<file path="src/rtl/mips_pkg.sv">
// Shared encodings for the multicycle MIPS control unit: opcodes, functs,
// ALU/mux select codes, the FSM state enum and the per-state control word.
package mips_pkg;

  localparam logic [5:0] OP_RTYPE = 6'b000000;
  localparam logic [5:0] OP_LW    = 6'b100011;
  localparam logic [5:0] OP_SW    = 6'b101011;
  localparam logic [5:0] OP_BEQ   = 6'b000100;
  localparam logic [5:0] OP_ADDI  = 6'b001000;
  localparam logic [5:0] OP_J     = 6'b000010;

  localparam logic [5:0] F_ADD = 6'b100000;
  localparam logic [5:0] F_SUB = 6'b100010;
  localparam logic [5:0] F_AND = 6'b100100;
  localparam logic [5:0] F_OR  = 6'b100101;
  localparam logic [5:0] F_SLT = 6'b101010;

  localparam logic [1:0] ALUOP_ADD   = 2'b00;
  localparam logic [1:0] ALUOP_SUB   = 2'b01;
  localparam logic [1:0] ALUOP_FUNCT = 2'b10;

  localparam logic [2:0] ALU_AND = 3'b000;
  localparam logic [2:0] ALU_OR  = 3'b001;
  localparam logic [2:0] ALU_ADD = 3'b010;
  localparam logic [2:0] ALU_SUB = 3'b110;
  localparam logic [2:0] ALU_SLT = 3'b111;

  localparam logic [1:0] SRCB_B     = 2'b00;
  localparam logic [1:0] SRCB_FOUR  = 2'b01;
  localparam logic [1:0] SRCB_IMM   = 2'b10;
  localparam logic [1:0] SRCB_IMMSH = 2'b11;

  localparam logic [1:0] PC_ALU    = 2'b00;
  localparam logic [1:0] PC_ALUOUT = 2'b01;
  localparam logic [1:0] PC_JUMP   = 2'b10;

  typedef enum logic [3:0] {
    FETCH   = 4'd0,
    DECODE  = 4'd1,
    MEMADR  = 4'd2,
    MEMRD   = 4'd3,
    MEMWB   = 4'd4,
    MEMWR   = 4'd5,
    EXECUTE = 4'd6,
    ALUWB   = 4'd7,
    BEQEX   = 4'd8,
    ADDIEX  = 4'd9,
    ADDIWB  = 4'd10,
    JEX     = 4'd11
  } state_e;

  // Moore part of the outputs; fetch/jump/branch are qualified outside
  // with mem_ready and zero, which arrive in the same cycle.
  typedef struct packed {
    logic       mem_req;
    logic       iord;
    logic       memwrite;
    logic       memtoreg;
    logic       regdst;
    logic       regwrite;
    logic       alusrca;
    logic [1:0] alusrcb;
    logic [1:0] pcsrc;
    logic [1:0] aluop;
    logic       branch;
    logic       jump;
    logic       fetch;
  } ctrl_t;

  function automatic ctrl_t ctrl_of(state_e s);
    ctrl_t c;
    c = '0;
    case (s)
      FETCH: begin
        c.mem_req = 1'b1;
        c.alusrcb = SRCB_FOUR;
        c.fetch   = 1'b1;
      end
      DECODE:  c.alusrcb = SRCB_IMMSH;
      MEMADR: begin
        c.alusrca = 1'b1;
        c.alusrcb = SRCB_IMM;
      end
      MEMRD: begin
        c.mem_req = 1'b1;
        c.iord    = 1'b1;
      end
      MEMWB: begin
        c.memtoreg = 1'b1;
        c.regwrite = 1'b1;
      end
      MEMWR: begin
        c.mem_req  = 1'b1;
        c.iord     = 1'b1;
        c.memwrite = 1'b1;
      end
      EXECUTE: begin
        c.alusrca = 1'b1;
        c.alusrcb = SRCB_B;
        c.aluop   = ALUOP_FUNCT;
      end
      ALUWB: begin
        c.regdst   = 1'b1;
        c.regwrite = 1'b1;
      end
      BEQEX: begin
        c.alusrca = 1'b1;
        c.alusrcb = SRCB_B;
        c.aluop   = ALUOP_SUB;
        c.pcsrc   = PC_ALUOUT;
        c.branch  = 1'b1;
      end
      ADDIEX: begin
        c.alusrca = 1'b1;
        c.alusrcb = SRCB_IMM;
      end
      ADDIWB:  c.regwrite = 1'b1;
      JEX: begin
        c.pcsrc = PC_JUMP;
        c.jump  = 1'b1;
      end
      default: c = '0;
    endcase
    return c;
  endfunction

endpackage

</file>
<file path="src/rtl/multicycle_controller_alu_control.sv">
// ALU decoder: maps aluop and the R-type funct field onto the ALU operation.
module alu_control
  import mips_pkg::*;
(
  input  logic [1:0] aluop_i,
  input  logic [5:0] funct_i,
  output logic [2:0] alucontrol_o
);

  always_comb begin
    alucontrol_o = ALU_ADD;
    case (aluop_i)
      ALUOP_SUB:   alucontrol_o = ALU_SUB;
      ALUOP_FUNCT: begin
        case (funct_i)
          F_ADD:   alucontrol_o = ALU_ADD;
          F_SUB:   alucontrol_o = ALU_SUB;
          F_AND:   alucontrol_o = ALU_AND;
          F_OR:    alucontrol_o = ALU_OR;
          F_SLT:   alucontrol_o = ALU_SLT;
          default: alucontrol_o = ALU_ADD;
        endcase
      end
      default:     alucontrol_o = ALU_ADD;
    endcase
  end

endmodule

</file>
<file path="src/rtl/multicycle_controller.sv">
// Moore control FSM for the multicycle MIPS datapath; stalls in FETCH, MEMRD
// and MEMWR until the shared memory reports mem_ready.
module multicycle_controller
  import mips_pkg::*;
#(
  parameter int MEM_HANDSHAKE = 1,
  parameter int STATE_W       = 4
) (
  input  logic               clk,
  input  logic               reset,
  input  logic [5:0]         op,
  input  logic [5:0]         funct,
  input  logic               zero,
  input  logic               mem_ready,
  output logic               mem_req,
  output logic               iord,
  output logic               irwrite,
  output logic               memwrite,
  output logic               memtoreg,
  output logic               regdst,
  output logic               regwrite,
  output logic               alusrca,
  output logic [1:0]         alusrcb,
  output logic [1:0]         pcsrc,
  output logic               pcen,
  output logic [2:0]         alucontrol,
  output logic               illegal_op,
  output logic [STATE_W-1:0] state
);

  state_e state_q, state_d;
  ctrl_t  ctrl_q;
  logic   rdy;
  logic   op_known;
  logic   pcwrite;

  assign rdy      = (MEM_HANDSHAKE == 0) ? 1'b1 : mem_ready;
  assign op_known = (op == OP_RTYPE) || (op == OP_LW) || (op == OP_SW) ||
                    (op == OP_BEQ) || (op == OP_ADDI) || (op == OP_J);

  always_comb begin
    state_d = FETCH;
    case (state_q)
      FETCH:   state_d = rdy ? DECODE : FETCH;
      DECODE: begin
        case (op)
          OP_LW, OP_SW: state_d = MEMADR;
          OP_RTYPE:     state_d = EXECUTE;
          OP_BEQ:       state_d = BEQEX;
          OP_ADDI:      state_d = ADDIEX;
          OP_J:         state_d = JEX;
          default:      state_d = FETCH;
        endcase
      end
      MEMADR:  state_d = (op == OP_SW) ? MEMWR : MEMRD;
      MEMRD:   state_d = rdy ? MEMWB : MEMRD;
      MEMWR:   state_d = rdy ? FETCH : MEMWR;
      EXECUTE: state_d = ALUWB;
      ADDIEX:  state_d = ADDIWB;
      default: state_d = FETCH;
    endcase
  end

  // The control word is registered alongside the state so both always
  // describe the same cycle.
  always_ff @(posedge clk) begin
    if (reset) begin
      state_q <= FETCH;
      ctrl_q  <= ctrl_of(FETCH);
    end else begin
      state_q <= state_d;
      ctrl_q  <= ctrl_of(state_d);
    end
  end

  assign pcwrite    = (ctrl_q.fetch & rdy) | ctrl_q.jump;
  assign pcen       = pcwrite | (ctrl_q.branch & zero);
  assign irwrite    = ctrl_q.fetch & rdy;
  assign mem_req    = ctrl_q.mem_req;
  assign iord       = ctrl_q.iord;
  assign memwrite   = ctrl_q.memwrite;
  assign memtoreg   = ctrl_q.memtoreg;
  assign regdst     = ctrl_q.regdst;
  assign regwrite   = ctrl_q.regwrite;
  assign alusrca    = ctrl_q.alusrca;
  assign alusrcb    = ctrl_q.alusrcb;
  assign pcsrc      = ctrl_q.pcsrc;
  assign illegal_op = (state_q == DECODE) & ~op_known;
  assign state      = STATE_W'(state_q);

  alu_control u_alu_control (
    .aluop_i      (ctrl_q.aluop),
    .funct_i      (funct),
    .alucontrol_o (alucontrol)
  );

endmodule

</file>
<file path="config.mk">
export PLATFORM = sky130hd
export DESIGN_NAME = multicycle_controller
export DESIGN_NICKNAME = d
export VERILOG_FILES = /design/src/rtl/mips_pkg.sv /design/src/rtl/multicycle_controller_alu_control.sv /design/src/rtl/multicycle_controller.sv
export SDC_FILE = /design/constraint.sdc
export NUM_CORES = 1
export LEC_CHECK = 0
export CELL_PAD_IN_SITES_DETAIL_PLACEMENT = 1
export CELL_PAD_IN_SITES_GLOBAL_PLACEMENT = 2
export CORE_MARGIN = 10
export CORE_UTILIZATION = 27
export CTS_BUF_LIST = sky130_fd_sc_hd__clkbuf_4 sky130_fd_sc_hd__clkbuf_8 sky130_fd_sc_hd__clkbuf_16
export DETAILED_ROUTE_END_ITERATION = 7
export PLACE_DENSITY = 0.91
export RECOVER_POWER = 50
export SYNTH_ARGS = -nofsm -noshare
export SYNTH_HDL_FRONTEND = slang
export SYNTH_SLANG_ARGS = --single-unit
</file>
<file path="constraint.sdc">
create_clock -name clk -period 4 [get_ports clk]
set_input_delay 0.4 -clock clk [delete_from_list [all_inputs] [get_ports clk]]
set_output_delay 0.4 -clock clk [all_outputs]
set_load 0.05 [all_outputs]
</file>
==> impl_metrics.prom <==
# TYPE chip_impl_metric gauge
chip_impl_metric{name="final_antenna_net_count",unit=""} 0
chip_impl_metric{name="num_antenna_cells",unit=""} 0
chip_impl_info{name="synth_most_common_cell",value="dfxtp_1"} 1
chip_impl_metric{name="numCtsBuffers",unit=""} 3
chip_impl_info{name="worstSetupEndpointType",value="output pin"} 1
chip_impl_metric{name="finalSetupTns",unit="ps"} 0
chip_impl_info{name="hold_path_end",value="regwrite$_SDFF_PP0_"} 1
chip_impl_metric{name="hold_path_depth",unit=""} 2
chip_impl_metric{name="die_height",unit="microns"} 82.8
chip_impl_metric{name="drive_gt1_frac",unit=""} 0.0671
chip_impl_metric{name="grt_antenna_before_repair",unit=""} 0
chip_impl_metric{name="syn_inst",unit=""} 118
chip_impl_metric{name="fin_ws",unit="ps"} 997
chip_impl_metric{name="finalCriticalPeriod",unit="ps"} 3000
chip_impl_metric{name="drt-total-wl",unit="microns"} 3160
chip_impl_metric{name="maximum_vdd_ir_drop",unit="mV"} 0.177
chip_impl_metric{name="final_wtd_congestion",unit=""} 0.848
chip_impl_metric{name="vias_in_the_first_global_route",unit=""} 1067
chip_impl_info{name="run_status",value="complete, no violations"} 1
chip_impl_metric{name="cts.htree.levels",unit=""} 1
chip_impl_info{name="worstPathCellList",value="clkdlybuf4s50_1 -> nor4_1 -> nor2_1 -> o311ai_0 -> nor2_1 -> clkdlybuf4s50_1"} 1
chip_impl_metric{name="leakage_power",unit="nW"} 0.545
chip_impl_info{name="reg2reg_from",value="state[1]$_SDFF_PP0_"} 1
chip_impl_metric{name="clock_path_buffers",unit=""} 2
chip_impl_metric{name="worst_ep_required_time",unit="ps"} 3600
chip_impl_info{name="netlist_top_cells_area",value="dfxtp_1 (34%), nor2_1 (3.9%), o211ai_1 (3.5%)"} 1
chip_impl_metric{name="final_hold_viol_count",unit=""} 0
chip_impl_metric{name="detail_route.drc_violations",unit=""} 0
chip_impl_metric{name="max_slew_margin",unit=""} 0.593
chip_impl_metric{name="synth.yosys.seq_area_share",unit=""} 0.338
chip_impl_metric{name="synthArstFlopShare",unit=""} 0
chip_impl_info{name="critPathSlowestCell",value="clkdlybuf4s50_1"} 1
chip_impl_metric{name="placement.cell_area",unit="sq um"} 1410
chip_impl_metric{name="detailroute.via_count",unit=""} 1009
chip_impl_metric{name="summed_area_of_non_filler_cells_in_the_final_layout",unit="sq um"} 1450
chip_impl_info{name="crit-reg2reg-capture",value="mem_req$_SDFF_PP1_"} 1
chip_impl_metric{name="boundaryPins",unit=""} 37
chip_impl_metric{name="crit_path_max_incr_delay",unit="ps"} 710
chip_impl_metric{name="synth.net_count",unit=""} 136
chip_impl_info{name="synth_largest_area_cell",value="dfxtp_1"} 1
chip_impl_metric{name="route.detailed.vias_per_inst",unit=""} 5.12
chip_impl_info{name="rsz0062_at_grt",value="false"} 1
chip_impl_metric{name="layout_worst_path_cycle_share",unit=""} 0.751
chip_impl_metric{name="critPathBufInv",unit=""} 2
chip_impl_metric{name="grt-ovfl-total",unit=""} 0
chip_impl_metric{name="synth.distinct_cells",unit=""} 50
chip_impl_metric{name="syn2layout_area_growth",unit="%"} 35.7
chip_impl_metric{name="final_max_slew_viol_count",unit=""} 0
chip_impl_metric{name="cts_setup_buffers",unit=""} 0
chip_impl_info{name="hold_path.startpoint",value="state[3]$_SDFF_PP0_"} 1
chip_impl_metric{name="coreArea",unit="sq um"} 3740
chip_impl_metric{name="numPortBuffers",unit=""} 36
chip_impl_metric{name="number_of_detailed_route_iterations_in_the_first_pass",unit=""} 4
chip_impl_metric{name="die_outline_area",unit="sq um"} 6860
chip_impl_metric{name="post_cts_hold_buffers",unit=""} 0
chip_impl_metric{name="finalSetupViolations",unit=""} 0
chip_impl_metric{name="layout.core_utilization",unit=""} 0.386
chip_impl_metric{name="clock-skew-final",unit="ps"} 3.87
chip_impl_metric{name="fmaxAchievable",unit="GHz"} 0.333
chip_impl_metric{name="initial_utilization",unit=""} 0.284
chip_impl_metric{name="cts.reportedPaths.clkPinSlew",unit="ps"} 60
chip_impl_info{name="critPathKind",value="input pin to output pin"} 1
chip_impl_metric{name="grt_first_pass_wirelength",unit="microns"} 5270
chip_impl_metric{name="drt-initial-drc-count",unit=""} 41
chip_impl_info{name="critical_path.startpoint_type",value="input pin"} 1
chip_impl_metric{name="cts.sinks",unit=""} 18
chip_impl_metric{name="signal_arrival_time_at_the_worst_endpoint",unit="ps"} 2600
chip_impl_metric{name="synth.top_cell.area_share",unit=""} 0.338
chip_impl_metric{name="grt_start_max_net_pins",unit=""} 13
chip_impl_metric{name="drt-wirelength-per-cell",unit="microns"} 16.0
chip_impl_metric{name="reg2regPathDepth",unit=""} 5
chip_impl_metric{name="synth-edff-count",unit=""} 0
chip_impl_metric{name="cts_repair_resize_count",unit=""} 0
chip_impl_info{name="synthFlopType",value="dfxtp_1"} 1
chip_impl_metric{name="die_width",unit="microns"} 82.8
chip_impl_metric{name="tightest_slew",unit="ps"} 611
chip_impl_metric{name="dp_hpwl",unit="microns"} 2540
chip_impl_metric{name="ff2ff_setup_slack",unit="ps"} 1850
chip_impl_metric{name="grtUsageTotal",unit=""} 0.0893
chip_impl_info{name="netlist_top_cells_count",value="dfxtp_1 (18), nor2_1 (11), inv_1 (7), nor3_1 (7), o211ai_1 (5)"} 1
chip_impl_metric{name="timing.max_cap.violations",unit=""} 0
chip_impl_metric{name="post-layout-total-power",unit="W"} 0.000434
chip_impl_metric{name="postSynthRegisterBits",unit=""} 18
chip_impl_metric{name="path_max_fanout",unit=""} 5
chip_impl_metric{name="fillCellCount",unit=""} 454
chip_impl_metric{name="synthesis.yosys.warnings",unit=""} 0
chip_impl_metric{name="synthesis.area",unit="sq um"} 1060
chip_impl_info{name="cts.root.buffer_cell",value="clkbuf_8"} 1
chip_impl_metric{name="clock_insertion_delay_worst_skew",unit="ps"} 250
chip_impl_metric{name="cellPowerDensity",unit="nW/um^2"} 300
chip_impl_info{name="critical_path.top_delay_family",value="buffers and inverters"} 1
chip_impl_metric{name="nNetsFinal",unit=""} 168
chip_impl_metric{name="core.rowCount",unit=""} 22
chip_impl_info{name="cts_tree",value="done"} 1
chip_impl_metric{name="average_size_of_a_mapped_cell",unit="sq um"} 9.02
chip_impl_metric{name="place_worst_setup_slack",unit="ps"} 990
chip_impl_info{name="min-delay-path-class",value="flop to flop"} 1
chip_impl_info{name="worstSetupStartpoint",value="op[1]"} 1
## layer usage
| layer | vias up | share of wire | global-route usage |
|---|---|---|---|
| met5 | - | 0 | 0 |
| met1 | 476 | 0.44 | 0.0998 |
| met4 | 0 | 0.0079 | 0.0200 |
| met3 | 4 | 0.058 | 0.0361 |
| li1 | 500 | - | - |
| met2 | 29 | 0.49 | 0.154 |
## cells in the final DEF (no fill, tap or decap), types with 3 or more instances in the layout
cell,count
clkbuf_8,4
clkdlybuf4s50_1,23
dfxtp_1,18
dlygate4sd3_1,13
inv_1,7
nand2_1,4
nor2_1,11
nor3_1,7
o211ai_1,5
o21ai_0,3
or3b_1,3
## flip-flops by register name, indices dropped and copies added, names as in the netlist
signal / flops
alusrca: 1
alusrcb: 2
ctrl_q: 4
iord: 1
mem_req: 1
memtoreg: 1
memwrite: 1
pcsrc: 1
regdst: 1
regwrite: 1
state: 4
## report_power, final
group,internal (W),switching (W)
sequential,0.000186,0.00000498
clock,0.0000873,0.0000552
combinational,0.0000403,0.0000608
## worst register-to-register path: cells and delay by family, from the launching register on
family | cells | cell delay [ps]
AND/OR/NAND/NOR | 1 | 400
AO/OA/AOI/OAI | 4 | 1100
flip-flops | 1 | 540
## logic make-up (layout without fill, tap and decap cells)
kind of cell | Yosys count | count (layout) | share of synthesized area
AOI/OAI and AO/OA | 30 | 30 | 0.233
xor gates and xnor gates | 2 | 2 | 0.0165
adders and majority gates | 2 | 2 | 0.0235
buffers and inverters | 16 | 47 | 0.0928
DFF | 18 | 18 | 0.338
muxes | 1 | 1 | 0.00940
and+or+nand+nor | 49 | 49 | 0.287
## layout make-up
cell class                 count  area (sq um)  share of cell area
multi-input combinational     84           583               0.403
tap                           48          60.1              0.0416
clock buffer                   4          55.1              0.0381
inverter                       7          26.3              0.0182
sequential                    18           360               0.249
timing repair buffer          36           360               0.249
## worst max-delay path by stage
stage	end	slack, ps	cells after the start
2_1_floorplan	illegal_op	1770	2
3_3_place_gp	illegal_op	1090	6
3_5_place_dp	illegal_op	990	6
4_1_cts	illegal_op	1000	6
5_1_grt	illegal_op	930	6
6_report	illegal_op	1000	6
## stage by stage
step | hold slack [ps] | std cells
2_1_floorplan | 654 | 118
3_3_place_gp | 641 | 193
3_5_place_dp | 651 | 193
4_1_cts | 661 | 197
5_1_grt | 701 | 197
6_report | 638 | 197
No activity file was read; power rests on OpenSTA's default activity.
